## src/rtl/branch_resolve_ctrl.sv

```systemverilog
// ---------------------------------------------------------------------------
// branch_resolve_ctrl
//   Resolves one conditional branch over several cycles (IDLE -> CMP -> EVAL
//   -> WRITE). It produces the four signed compare flags, the 2-bit select
//   for the branch-ctrl mux, the one-cycle PC write-condition strobe and the
//   branch target (pc_plus4 + sign-extended word offset * 4).
//
// Ports
//   i_clk, i_reset        clock (rising edge), asynchronous active-high reset
//   i_start               one-cycle resolve request, honoured only in IDLE
//   i_opcode, i_rsVal,    branch opcode, operands, word offset and PC+4,
//   i_rtVal, i_offset,      all captured on the accepted start
//   i_pcPlus4
//   o_busy                high in CMP/EVAL/WRITE
//   o_done, o_illegal     one-cycle completion pulse / unsupported opcode
//   o_branchCtrl          mux select: 00 zero, 01 GT, 10 LT|zero, 11 GT|LT
//   o_zeroFlag, o_gtFlag, registered signed compare flags of rs versus rt
//   o_ltOrZero, o_gtOrLt
//   o_pcWriteCond         PC write-condition strobe, WRITE state only
//   o_taken               selected flag, valid while o_done is high
//   o_target              branch target, held until the next accepted start
// ---------------------------------------------------------------------------
module branch_resolve_ctrl #(
  parameter int DATA_W = 32,
  parameter int OFF_W  = 16
) (
  input  logic              i_clk,
  input  logic              i_reset,
  input  logic              i_start,
  input  logic [5:0]        i_opcode,
  input  logic [DATA_W-1:0] i_rsVal,
  input  logic [DATA_W-1:0] i_rtVal,
  input  logic [OFF_W-1:0]  i_offset,
  input  logic [DATA_W-1:0] i_pcPlus4,
  output logic              o_busy,
  output logic              o_done,
  output logic              o_illegal,
  output logic [1:0]        o_branchCtrl,
  output logic              o_zeroFlag,
  output logic              o_gtFlag,
  output logic              o_ltOrZero,
  output logic              o_gtOrLt,
  output logic              o_pcWriteCond,
  output logic              o_taken,
  output logic [DATA_W-1:0] o_target
);

  typedef enum logic [1:0] {IDLE, CMP, EVAL, WRITE} state_t;

  state_t            r_state;
  state_t            w_nextState;
  logic [DATA_W-1:0] r_rsVal;
  logic [DATA_W-1:0] r_rtVal;
  logic [DATA_W-1:0] r_pcPlus4;
  logic [DATA_W-1:0] r_target;
  logic [OFF_W-1:0]  r_offset;
  logic [1:0]        r_selCode;
  logic [1:0]        r_branchCtrl;
  logic              r_illegal;
  logic [DATA_W:0]   r_diff;
  logic              r_zero;
  logic              r_gt;
  logic              r_ltOrZero;
  logic              r_gtOrLt;

  logic              w_accept;
  logic              w_opValid;
  logic [1:0]        w_opSel;
  logic [DATA_W:0]   w_diff;
  logic [DATA_W-1:0] w_offExt;
  logic [DATA_W-1:0] w_target;
  logic              w_diffZero;
  logic              w_selFlag;

  // Opcode decode into the mux select the branch will use.
  always_comb begin
    w_opValid = 1'b1;
    w_opSel   = 2'b00;
    case (i_opcode)
      6'h04:   w_opSel = 2'b00;
      6'h07:   w_opSel = 2'b01;
      6'h06:   w_opSel = 2'b10;
      6'h05:   w_opSel = 2'b11;
      default: w_opValid = 1'b0;
    endcase
  end

  assign w_accept = (r_state == IDLE) && i_start;

  // Both operands are sign-extended by one bit, so the subtraction cannot
  // overflow and the MSB of the difference is the true signed less-than.
  assign w_diff     = {r_rsVal[DATA_W-1], r_rsVal} - {r_rtVal[DATA_W-1], r_rtVal};
  assign w_diffZero = (r_diff == '0);
  assign w_offExt   = {{(DATA_W-OFF_W){r_offset[OFF_W-1]}}, r_offset};
  assign w_target   = r_pcPlus4 + (w_offExt << 2);

  // Flag picked by the current select; this mirrors the external mux.
  always_comb begin
    w_selFlag = 1'b0;
    case (r_branchCtrl)
      2'b00: w_selFlag = r_zero;
      2'b01: w_selFlag = r_gt;
      2'b10: w_selFlag = r_ltOrZero;
      2'b11: w_selFlag = r_gtOrLt;
      default: w_selFlag = 1'b0;
    endcase
  end

  // State register.
  always_ff @(posedge i_clk or posedge i_reset) begin
    if (i_reset) r_state <= IDLE;
    else         r_state <= w_nextState;
  end

  // Next-state and strobe outputs. Unsupported opcodes skip straight to
  // WRITE so they finish one cycle after the start.
  always_comb begin
    w_nextState   = r_state;
    o_busy        = 1'b1;
    o_done        = 1'b0;
    o_illegal     = 1'b0;
    o_pcWriteCond = 1'b0;
    o_taken       = 1'b0;
    case (r_state)
      IDLE: begin
        o_busy = 1'b0;
        if (i_start) w_nextState = w_opValid ? CMP : WRITE;
      end
      CMP:  w_nextState = EVAL;
      EVAL: w_nextState = WRITE;
      WRITE: begin
        o_done        = 1'b1;
        o_illegal     = r_illegal;
        o_pcWriteCond = ~r_illegal;
        o_taken       = ~r_illegal & w_selFlag;
        w_nextState   = IDLE;
      end
      default: w_nextState = IDLE;
    endcase
  end

  // Datapath: capture on accept, subtract in CMP, publish flags, select and
  // target in EVAL. Select and flags then stay put through WRITE and IDLE so
  // the mux never glitches while the strobe is up.
  always_ff @(posedge i_clk or posedge i_reset) begin
    if (i_reset) begin
      r_rsVal      <= '0;
      r_rtVal      <= '0;
      r_pcPlus4    <= '0;
      r_offset     <= '0;
      r_selCode    <= 2'b00;
      r_illegal    <= 1'b0;
      r_diff       <= '0;
      r_branchCtrl <= 2'b00;
      r_zero       <= 1'b0;
      r_gt         <= 1'b0;
      r_ltOrZero   <= 1'b0;
      r_gtOrLt     <= 1'b0;
      r_target     <= '0;
    end else begin
      if (w_accept) begin
        r_rsVal   <= i_rsVal;
        r_rtVal   <= i_rtVal;
        r_pcPlus4 <= i_pcPlus4;
        r_offset  <= i_offset;
        r_selCode <= w_opSel;
        r_illegal <= ~w_opValid;
        if (!w_opValid) r_branchCtrl <= 2'b00;
      end
      if (r_state == CMP) r_diff <= w_diff;
      if (r_state == EVAL) begin
        r_zero       <= w_diffZero;
        r_gt         <= ~r_diff[DATA_W] & ~w_diffZero;
        r_ltOrZero   <= r_diff[DATA_W] | w_diffZero;
        r_gtOrLt     <= ~w_diffZero;
        r_branchCtrl <= r_selCode;
        r_target     <= w_target;
      end
    end
  end

  assign o_branchCtrl = r_branchCtrl;
  assign o_zeroFlag   = r_zero;
  assign o_gtFlag     = r_gt;
  assign o_ltOrZero   = r_ltOrZero;
  assign o_gtOrLt     = r_gtOrLt;
  assign o_target     = r_target;

endmodule

```

## config.mk

```make
export PLATFORM = sky130hd
export DESIGN_NAME = branch_resolve_ctrl
export DESIGN_NICKNAME = d
export VERILOG_FILES = /design/src/rtl/branch_resolve_ctrl.sv
export SDC_FILE = /design/constraint.sdc
export NUM_CORES = 1
export LEC_CHECK = 0
export BUFFER_PORTS_ARGS = -buffer_cell sky130_fd_sc_hd__buf_2
export CAP_MARGIN = 15
export CORE_MARGIN = 2
export CORE_UTILIZATION = 52
export CTS_CLUSTER_DIAMETER = 80
export DETAILED_ROUTE_END_ITERATION = 10
export PLACE_DENSITY = 0.88
export SYNTH_ARGS = -nofsm -noshare
export SYNTH_HDL_FRONTEND = slang
export SYNTH_SLANG_ARGS = --single-unit
```

## constraint.sdc

```tcl
create_clock -name i_clk -period 5.6 [get_ports i_clk]
set_clock_uncertainty 0.15 [all_clocks]
set_input_delay 0.28 -clock i_clk [delete_from_list [all_inputs] [get_ports i_clk]]
set_output_delay 0.28 -clock i_clk [all_outputs]
set_load 0.005 [all_outputs]
```

==> metrics.json <==
{
  "run_status": "finished clean",
  "r2r-start": "r_offset[15]",
  "met2RoutedLength_um": 14000,
  "synth_area_um2": 10500,
  "synth.net_count": 1137,
  "number_of_global_route_vias_before_repair": 8850,
  "arrival_ns": 3.33,
  "ctsRootBufferMaster": "sky130_fd_sc_hd__clkbuf_16",
  "dr_wl_met3_um": 1170,
  "synth-seq-area-share_pct": 45.0,
  "grt_setup_unrepaired": "false",
  "min_delay_endpoint": "r_selCode[1]",
  "critical_path_peak_fanout": 16,
  "timing.final.ws_setup_ns": 2.45,
  "timing.final.max_slew_violations": 0,
  "syn-instance-count": 948,
  "post-dp-hpwl_um": 17400,
  "postCtsHoldBufs": 115,
  "total_iterations_of_the_first_detailed_routing_run": 5,
  "antenna_found_initial": 1,
  "route.detailed.wl_per_inst_um": 18.2,
  "post_drt_via_cell_ratio": 5.61,
  "min-delay-path-class": "in2reg",
  "synth_cell_types": 72,
  "power.internal_w": 0.00525,
  "postRouteWirelength_um": 27100,
  "total_clock_buffers_created_by_cts": 17,
  "final-hold-violation-count": 0,
  "yosys_warnings": 0,
  "power_frac_clock_pct": 12.5,
  "clk_path_buf_depth": 2,
  "cts_max_level": 4,
  "end_kind": "register",
  "cts_setup_buffers": 0,
  "finalSetupViolCount": 0,
  "synth.largest_area_cell": "sky130_fd_sc_hd__dfrtp_1",
  "die_h_um": 146,
  "route.antenna.remaining_nets": 0,
  "p_comb_share_pct": 60.3,
  "worst_r2r_endpoint": "o_target[28]",
  "synth_enable_flop_cells": 0,
  "initial_core_util_pct": 53.4,
  "switching_fraction_pct": 43.8,
  "fmax_mhz": 318,
  "slew-limit-headroom_pct": 35.3,
  "io_pins": 164,
  "cts_resized": 0,
  "ff2ff_setup_slack_ns": 2.45,
  "switchingPower_w": 0.00409,
  "die_width_um": 146,
  "tightestPinTransition_ns": 0.970,
  "drv_cap": 0,
  "drt_iter0_drc": 471,
  "timing.reg2reg.worst_path_depth": 9,
  "dp_worst_setup_slack_ns": 2.52,
  "route.detailed.drc": 0,
  "min_period_ns": 3.15,
  "leakage_nw": 6.12,
  "post-synth-top-area-fraction_pct": 45.0,
  "ys_flop_type": "sky130_fd_sc_hd__dfrtp_1",
  "netlist_top_cells_area": "sky130_fd_sc_hd__dfrtp_1, sky130_fd_sc_hd__mux2_2, sky130_fd_sc_hd__ha_1, sky130_fd_sc_hd__xnor2_1, sky130_fd_sc_hd__a21oi_1",
  "cts_tree": "built",
  "power_per_cell_area_nw_per_um2": 707,
  "design.die.area_um2": 21300,
  "insertion_delay_ns": 0.44,
  "grt_util_all_layers_pct": 26.2,
  "worstHoldPathCells": 3,
  "worst_ep_required_time_ns": 5.78,
  "layout-area-overhead-vs-synth_pct": 26.3,
  "core.rowCount": 51,
  "peakVddDrop_mv": 0.346,
  "synth_area_per_cell_um2": 11.0,
  "clk_transition_reported_paths_ns": 0.08,
  "place.gp.congestion": 0.911,
  "post-route-period-util_pct": 56.2,
  "ys_ff_latch": 188,
  "clock_sink_count": 188,
  "post_route_cells_drive_above_1_share_pct": 30.6,
  "drt-met1-wl_um": 11300,
  "global_route.overflow_total": 0,
  "worst_setup_sp_type": "register",
  "fin_hold_ws_ns": 0.0451,
  "first_pass_grt_wire_length_um": 44900,
  "hold_path_startpoint": "i_opcode[4]",
  "register_share_of_total_power_pct": 27.2,
  "maximum_number_of_pins_on_one_net_before_global_route_repair": 79,
  "core_area_um2": 19600,
  "nets": 1400,
  "port-buffer-count": 163,
  "postSynth.asyncResetShare_pct": 100,
  "setup_total_negative_slack_ns": 0,
  "vias": 8366,
  "route.top_layer_used": "met4",
  "timing.setup.critical_path_class": "reg2reg"
}
[state kept, by name, summed over array words and instances (netlist names), 2 cells and up]
name          cells
r_state           2
o_target         32
r_rtVal          32
r_diff           33
r_pcPlus4        32
r_offset         16
r_rsVal          32
r_selCode         2
o_branchCtrl      2
[cell usage after synthesis, types with 4 or more instances]
cell                       number
sky130_fd_sc_hd__a211oi_1      12
sky130_fd_sc_hd__a21boi_1       4
sky130_fd_sc_hd__a21o_1        26
sky130_fd_sc_hd__a21oi_1       52
sky130_fd_sc_hd__a31oi_1       10
sky130_fd_sc_hd__and2_1         4
sky130_fd_sc_hd__and3_1         4
sky130_fd_sc_hd__clkbuf_1      34
sky130_fd_sc_hd__dfrtp_1      188
sky130_fd_sc_hd__ha_1          66
sky130_fd_sc_hd__inv_1         55
sky130_fd_sc_hd__mux2_2       151
sky130_fd_sc_hd__nand2_1       65
sky130_fd_sc_hd__nand2b_1       5
sky130_fd_sc_hd__nand3_1       19
sky130_fd_sc_hd__nand4_1       12
sky130_fd_sc_hd__nor2_1        36
sky130_fd_sc_hd__nor2b_1        6
sky130_fd_sc_hd__nor3_1         7
sky130_fd_sc_hd__nor4_1         9
sky130_fd_sc_hd__o211ai_1       4
sky130_fd_sc_hd__o21a_1         7
sky130_fd_sc_hd__o21ai_0       41
sky130_fd_sc_hd__o21ai_1        5
sky130_fd_sc_hd__o21ai_2        4
sky130_fd_sc_hd__o21bai_1       7
sky130_fd_sc_hd__xnor2_1       35
sky130_fd_sc_hd__xor2_1        12
[layout make-up]
| class | count | area (um^2) |
|---|---|---|
| fill | 1409 | 6380 |
| antenna | 1 | 2.50 |
| timing repair buffer | 282 | 2000 |
| tap | 265 | 332 |
| multi-input combinational | 666 | 5400 |
| sequential | 188 | 4700 |
| clock inverter | 15 | 135 |
| clock buffer | 17 | 425 |
| inverter | 56 | 215 |
[stage by stage]
step | std cells | utilization (%) | power, W | area [um^2]
floorplan | 948 | - | 0.00665 | 10500
global placement | 1342 | 58.7 | 0.00767 | 11500
detailed placement | 1342 | 58.7 | 0.00792 | 11500
CTS | 1489 | 67.4 | 0.00922 | 13200
global route | 1490 | 67.4 | 0.0100 | 13200
finish | 1490 | 67.4 | 0.00934 | 13200
[power groups by stage]
stage / Combinational (W) / Sequential [W] / Clock, W
after floorplan: 0.00427 / 0.00238 / 0
after global placement: 0.00518 / 0.00249 / 0
after detailed placement: 0.00538 / 0.00254 / 0
after CTS: 0.00553 / 0.00251 / 0.00118
after global routing: 0.00619 / 0.00261 / 0.00124
final: 0.00563 / 0.00254 / 0.00117
[cell families (layout without fill, tap and decap cells)]
family          Yosys count  count (layout)  share of synthesized area (%)
compound gates          214             214                           14.0
mux                     153             153                           16.6
flops                   188             188                           45.0
buf+inv                  94             370                           3.47
xor+xnor                 47              47                           3.94
other cells               0               1                              0
fa+ha+maj                68              68                           8.28
simple gates            184             184                           8.72
[routing by layer]
metal | GRT usage [%] | vias to the layer above
met2 | 46.9 | 261
li1 | - | 3948
met3 | 4.80 | 57
met5 | 0 | -
met4 | 9.26 | 0
met1 | 31.7 | 4100
[worst max-delay path, cell delays in order (launching register included)]
cell,delay (ns)
sky130_fd_sc_hd__dfrtp_1,0.73
sky130_fd_sc_hd__ha_1,0.43
sky130_fd_sc_hd__a211oi_1,0.34
sky130_fd_sc_hd__o21ai_0,0.14
sky130_fd_sc_hd__a211o_1,0.28
sky130_fd_sc_hd__a21oi_1,0.17
sky130_fd_sc_hd__o31a_1,0.25
sky130_fd_sc_hd__o211ai_1,0.13
sky130_fd_sc_hd__xor2_1,0.15
sky130_fd_sc_hd__mux2_2,0.26
[cells in the final DEF, fill, tap and decap left out, types with 10 or more instances in the layout]
cell type,Yosys,final
sky130_fd_sc_hd__dfrtp_1,188,188
sky130_fd_sc_hd__buf_2,2,163
sky130_fd_sc_hd__mux2_2,151,151
sky130_fd_sc_hd__dlygate4sd3_1,0,115
sky130_fd_sc_hd__ha_1,66,65
sky130_fd_sc_hd__nand2_1,65,64
sky130_fd_sc_hd__inv_1,55,54
sky130_fd_sc_hd__a21oi_1,52,52
sky130_fd_sc_hd__o21ai_0,41,41
sky130_fd_sc_hd__nor2_1,36,36
sky130_fd_sc_hd__xnor2_1,35,35
sky130_fd_sc_hd__a21o_1,26,26
sky130_fd_sc_hd__nand3_1,19,19
sky130_fd_sc_hd__clkbuf_16,0,17
sky130_fd_sc_hd__a211oi_1,12,12
sky130_fd_sc_hd__xor2_1,12,12
sky130_fd_sc_hd__nand4_1,12,12
sky130_fd_sc_hd__a31oi_1,10,10
[worst max-delay path by stage]
stage | from | endpoint | slack (ns) | depth (start not counted)
2_1_floorplan | i_reset | o_branchCtrl[0] | 0.06 | 1
4_1_cts | r_offset[15] | o_target[28] | 2.49 | 9
3_3_place_gp | r_offset[15] | o_target[29] | 2.61 | 9
6_report | r_offset[15] | o_target[28] | 2.45 | 9
3_5_place_dp | r_offset[15] | o_target[28] | 2.52 | 9
5_1_grt | r_offset[15] | o_target[28] | 2.31 | 9
No activity file was read; power rests on OpenSTA's default activity.
